[src/rtl/bcd_to_bin_conv.sv]
// Multi-cycle packed-BCD to unsigned binary converter (reverse double-dabble).
// One shift/correct iteration per clock; start/done handshake with a busy flag.
// Optional feature: define BCD2BIN_DIGIT_CHECK_EN to flag operands holding a nibble > 9
// (err=1, bin_out=0, result one clock after accept). Without it err is tied low.
module bcd_to_bin_conv #(
  parameter int unsigned DIGITS = 4,
  parameter int unsigned BIN_W  = 14
) (
  input  logic                  clk,
  input  logic                  reset,
  input  logic                  start_i,
  input  logic [4*DIGITS-1:0]   bcd_in_i,
  output logic                  busy_o,
  output logic                  done_o,
  output logic [BIN_W-1:0]      bin_out_o,
  output logic                  err_o
);

  localparam int unsigned BcdW = 4 * DIGITS;
  localparam int unsigned SrW  = BcdW + BIN_W;
  localparam int unsigned CntW = (BIN_W > 1) ? $clog2(BIN_W) : 1;

  typedef enum logic [1:0] {StIdle, StConv, StDone} state_e;

  state_e            state_q, state_d;
  logic [SrW-1:0]    sr_q;
  logic [SrW-1:0]    sr_step;
  logic [CntW-1:0]   cnt_q;
  logic [BIN_W-1:0]  bin_q;
  logic              last_iter;
  logic              abort_bad;

`ifdef BCD2BIN_DIGIT_CHECK_EN
  logic bad_q;
  logic bcd_bad;
  logic err_q;

  // Flag any operand digit above 9 at the accept edge.
  always_comb begin
    bcd_bad = 1'b0;
    for (int i = 0; i < int'(DIGITS); i++) begin
      if (bcd_in_i[4*i +: 4] > 4'd9) bcd_bad = 1'b1;
    end
  end

  assign abort_bad = bad_q;
`else
  assign abort_bad = 1'b0;
`endif

  // One iteration: shift right, then subtract 3 from every BCD nibble that is >= 8.
  always_comb begin
    logic [SrW-1:0] shifted;
    logic [3:0]     nib;
    shifted = sr_q >> 1;
    sr_step = shifted;
    for (int i = 0; i < int'(DIGITS); i++) begin
      nib = shifted[BIN_W + 4*i +: 4];
      if (nib >= 4'd8) sr_step[BIN_W + 4*i +: 4] = nib - 4'd3;
    end
  end

  assign last_iter = (cnt_q == CntW'(BIN_W - 1));

  // State register.
  always_ff @(posedge clk) begin
    if (reset) state_q <= StIdle;
    else       state_q <= state_d;
  end

  // Next-state logic.
  always_comb begin
    state_d = state_q;
    unique case (state_q)
      StIdle:  if (start_i) state_d = StConv;
      StConv:  if (last_iter || abort_bad) state_d = StDone;
      StDone:  state_d = StIdle;
      default: state_d = StIdle;
    endcase
  end

  // Handshake outputs decoded from state.
  always_comb begin
    busy_o = (state_q != StIdle);
    done_o = (state_q == StDone);
  end

  // Datapath: load operand on accept, iterate in CONV, capture result on the last step.
  always_ff @(posedge clk) begin
    if (reset) begin
      sr_q  <= '0;
      cnt_q <= '0;
      bin_q <= '0;
`ifdef BCD2BIN_DIGIT_CHECK_EN
      bad_q <= 1'b0;
      err_q <= 1'b0;
`endif
    end else begin
      case (state_q)
        StIdle: begin
          if (start_i) begin
            sr_q  <= {bcd_in_i, {BIN_W{1'b0}}};
            cnt_q <= '0;
`ifdef BCD2BIN_DIGIT_CHECK_EN
            bad_q <= bcd_bad;
`endif
          end
        end
        StConv: begin
          if (abort_bad) begin
            bin_q <= '0;
`ifdef BCD2BIN_DIGIT_CHECK_EN
            err_q <= 1'b1;
`endif
          end else begin
            sr_q  <= sr_step;
            cnt_q <= cnt_q + CntW'(1);
            if (last_iter) begin
              bin_q <= sr_step[BIN_W-1:0];
`ifdef BCD2BIN_DIGIT_CHECK_EN
              err_q <= 1'b0;
`endif
            end
          end
        end
        default: ;
      endcase
    end
  end

  assign bin_out_o = bin_q;
`ifdef BCD2BIN_DIGIT_CHECK_EN
  assign err_o = err_q;
`else
  assign err_o = 1'b0;
`endif

endmodule

[config.mk]
export PLATFORM = sky130hd
export DESIGN_NAME = bcd_to_bin_conv
export DESIGN_NICKNAME = d
export VERILOG_FILES = /design/src/rtl/bcd_to_bin_conv.sv
export SDC_FILE = /design/constraint.sdc
export NUM_CORES = 1
export LEC_CHECK = 0
export CAP_MARGIN = 20
export CELL_PAD_IN_SITES_DETAIL_PLACEMENT = 0
export CELL_PAD_IN_SITES_GLOBAL_PLACEMENT = 2
export CORE_ASPECT_RATIO = 0.7
export CORE_UTILIZATION = 34
export DETAILED_ROUTE_END_ITERATION = 12
export HOLD_SLACK_MARGIN = 0.02
export PLACE_DENSITY = 0.88
export SLEW_MARGIN = 10
export SYNTH_ARGS = -nofsm -noshare
export SYNTH_HDL_FRONTEND = slang
export SYNTH_SLANG_ARGS = --single-unit
export TNS_END_PERCENT = 20
[constraint.sdc]
create_clock -name clk -period 2.4 [get_ports clk]
set_clock_uncertainty 0.15 [all_clocks]
set_input_delay 0.24 -clock clk [delete_from_list [all_inputs] [get_ports clk]]
set_output_delay 0.24 -clock clk [all_outputs]
set_load 0.02 [all_outputs]
==> impl_results.md <==
* WL/cell at 13.82 µm
* Mux cell area share after synthesis at 0.5119%
* Synth Warn # at 0
* Ys flop type: dfxtp_1
* Port bufs at 34
* H-tree levels at 2
* Largest net degree at the start of global routing at 18
* Clock Tree Root: clkbuf_8
* Area leader, netlist: dfxtp_1
* Fillers at 621
* DP Wirelength at 3.571 mm
* Post-Syn Nets at 273
* Yosys cell types at 43
* Final hold violation count at 0
* DR WL met3 at 375 µm
* Worst EP arrival at 1.59 ns
* Largest family of logic cells by synthesized area: compound AO/OA/AOI/OAI gates
* # IOs at 36
* Routed vias/inst at 4.969
* CORE AREA at 6246 µm²
* Synthesized area per cell at 8.942 µm²
* Die H at 69.30 µm
* Cts bufs inserted at 5
* Clock transition at path regs at 0.09 ns
* Area of the multi-input gates at 1066 µm²
* Slew Viols, Final at 0
* Adder-Cell Fraction of Synth Area at 4.551%
* Simple-gate portion of the synthesized area at 15.30%
* Number of global-route vias before repair at 1635
* Worst hold path type: flop to flop
* RSZ-0062 raised after global routing: false
* Design Power at 1.562 mW
* # resized after CTS at 0
* Final period utilization at 82.39%
* Least-Margin Pin Slew at 0.8049 ns
* Critical-path maximum fanout at 9
* Sequential-to-total area share from yosys stat at 44.60%
* Power Dens Cells at 575.5 nW/µm²
* Top sig layer: met4
* Row cnt at 24
* Setup TNS at 0 ns
* Layout cells sized above 1 at 11.35%
* Area after DPL at 2628 µm²
* Crit. End Element: output port
* DR pass1 iterations at 8
* Buffer levels on the longest clock path at 2
* Max cap viols at 0
* Starting Density at 35.22%
* EDFF count, synth at 0
* Gr ovfl total at 0
* Initial DRC count at 117
* Number of vias in the routed layout at 1789
* WL final at 4.975 mm
* Die span in x at 98.14 µm
* Fin util at 43.45%
* Fmax at 505.7 MHz
* WS Path Type: flop to output port
* Synth Cell Area at 2200 µm²
* Synthesized instance count at 246
* First-pass GRT wire length at 8.397 mm
* ANT cells at 0
* Compound-gate portion of the synthesized area at 25.54%
* DRC viols at 2
* Post-Synth XOR/XNOR Area at 2.389%
* Synth cell count leaders: 49 x dfxtp_1, 35 x nand2_1, 18 x a21oi_1, 18 x nor2_1, 13 x a22o_1
* Synth top area cells: dfxtp_1 45%, nand2_1 6.0%, a22o_1 5.2%, ha_1 4.6%, a21oi_1 4.1%
* Post-route minimum period at 1.977 ns
* Share of flip-flops with an asynchronous set or reset at 0%
* Type of origin of the critical path: flop
* #FFs+latches synth at 49
* Routability cong. at 0.8097
* Die ar. at 6800 µm²
* Maximum VDD drop at 0.2596 mV
* Met2 Routed Length at 1.864 mm
* Max-slew headroom at 46.14%
* Failing checks: DRC
* GRT Util Overall at 15.81%
* FF/Latch Area at 980.9 µm²
* DRT antenna net count at 0
* Non-Filler Cell Area, Final at 2714 µm²
* Setup bufs post-CTS at 0
* Worst path required time at 2.01 ns
* Initial antenna violation count at 0
* Hold_buf cts at 0
* Static Leak at 1.005 nW
* Setup violations, final at 0
* Nets at 308
* Most common cell in the netlist: dfxtp_1
* CTS tree: built
* DRT met1 WL at 2.686 mm
* Clock Sinks at 49
* Status: finished, violations left
* Clock latency on the worst-skew pair at 0.29 ns
* Synth-to-Final Area Change at 23.38%
* Synth top area share at 44.60%
## cell families after synthesis
logic type / Yosys count
fa+ha+maj: 8
xor+xnor: 6
other cells: 1
buf+inv: 32
compound gates: 74
mux: 1
flops: 49
simple gates: 75
## where the power goes
group	leakage (nW)	total [mW]	switching (mW)	internal (mW)
combinational	0.562	0.213	0.103	0.110
clock	0.0439	0.475	0.273	0.202
sequential	0.399	0.874	0.0332	0.841
## metrics by stage
step	cells	hold slack, ns	setup slack (ns)
after global placement	352	0.2974	0.4842
final	360	0.3077	0.4226
after global routing	360	0.3358	0.3316
after floorplan	246	0.2822	0.8707
after CTS	360	0.3136	0.3752
after detailed placement	352	0.3003	0.4480
## critical path, stage by stage, from the launching register on
cell	delay, ns
dfxtp_1	0.50
or2_2	0.20
clkdlybuf4s50_1	0.60
## cell usage in the layout (no fill, tap or decap), types with 3 or more instances in the layout
master | Yosys | final
dfxtp_1 | 49 | 49
nand2_1 | 35 | 35
clkdlybuf4s50_1 | 0 | 34
nor2_1 | 18 | 18
a21oi_1 | 18 | 18
a22o_1 | 13 | 13
inv_1 | 12 | 12
buf_4 | 3 | 12
ha_1 | 8 | 8
o22ai_1 | 7 | 7
nor2b_1 | 6 | 6
a221oi_1 | 6 | 6
xnor2_1 | 6 | 6
a22oi_1 | 6 | 6
o221a_2 | 5 | 5
clkbuf_8 | 0 | 5
and2_1 | 4 | 4
a211oi_1 | 4 | 4
o21ai_0 | 3 | 3
## state kept, by name, summed over array words and instances (netlist names)
register,cells
sr_q,29
bin_out_o,14
cnt_q,4
state_q,2
## final cells by class
| cell class | instances | area share (%) |
|---|---|---|
| clock buffers | 5 | 2.536 |
| clock inverters | 3 | 0.6455 |
| inverters | 14 | 1.936 |
| multi-input cells | 165 | 39.28 |
| flip-flops and latches | 49 | 36.15 |
| well taps | 78 | 3.596 |
| repair buffers | 46 | 15.86 |
## worst paths after layout
check	start	to	slack [ns]	depth (start not counted)
setup / recovery	state_q[1]	busy_o	0.42	2
hold / removal	bin_out_o[13]	bin_out_o[13]	0.31	2
setup reg to reg	state_q[1]	sr_q[8]	0.61	4
hold reg to reg	bin_out_o[13]	bin_out_o[13]	0.31	2
## metal layers
metal | vias up | GRT usage [%]
li1 | 928 | -
met1 | 808 | 24.81
met2 | 51 | 20.66
met3 | 2 | 3.528
met4 | 0 | 5.473
met5 | - | 0
Note: power is estimated with default switching activity, not from simulation.
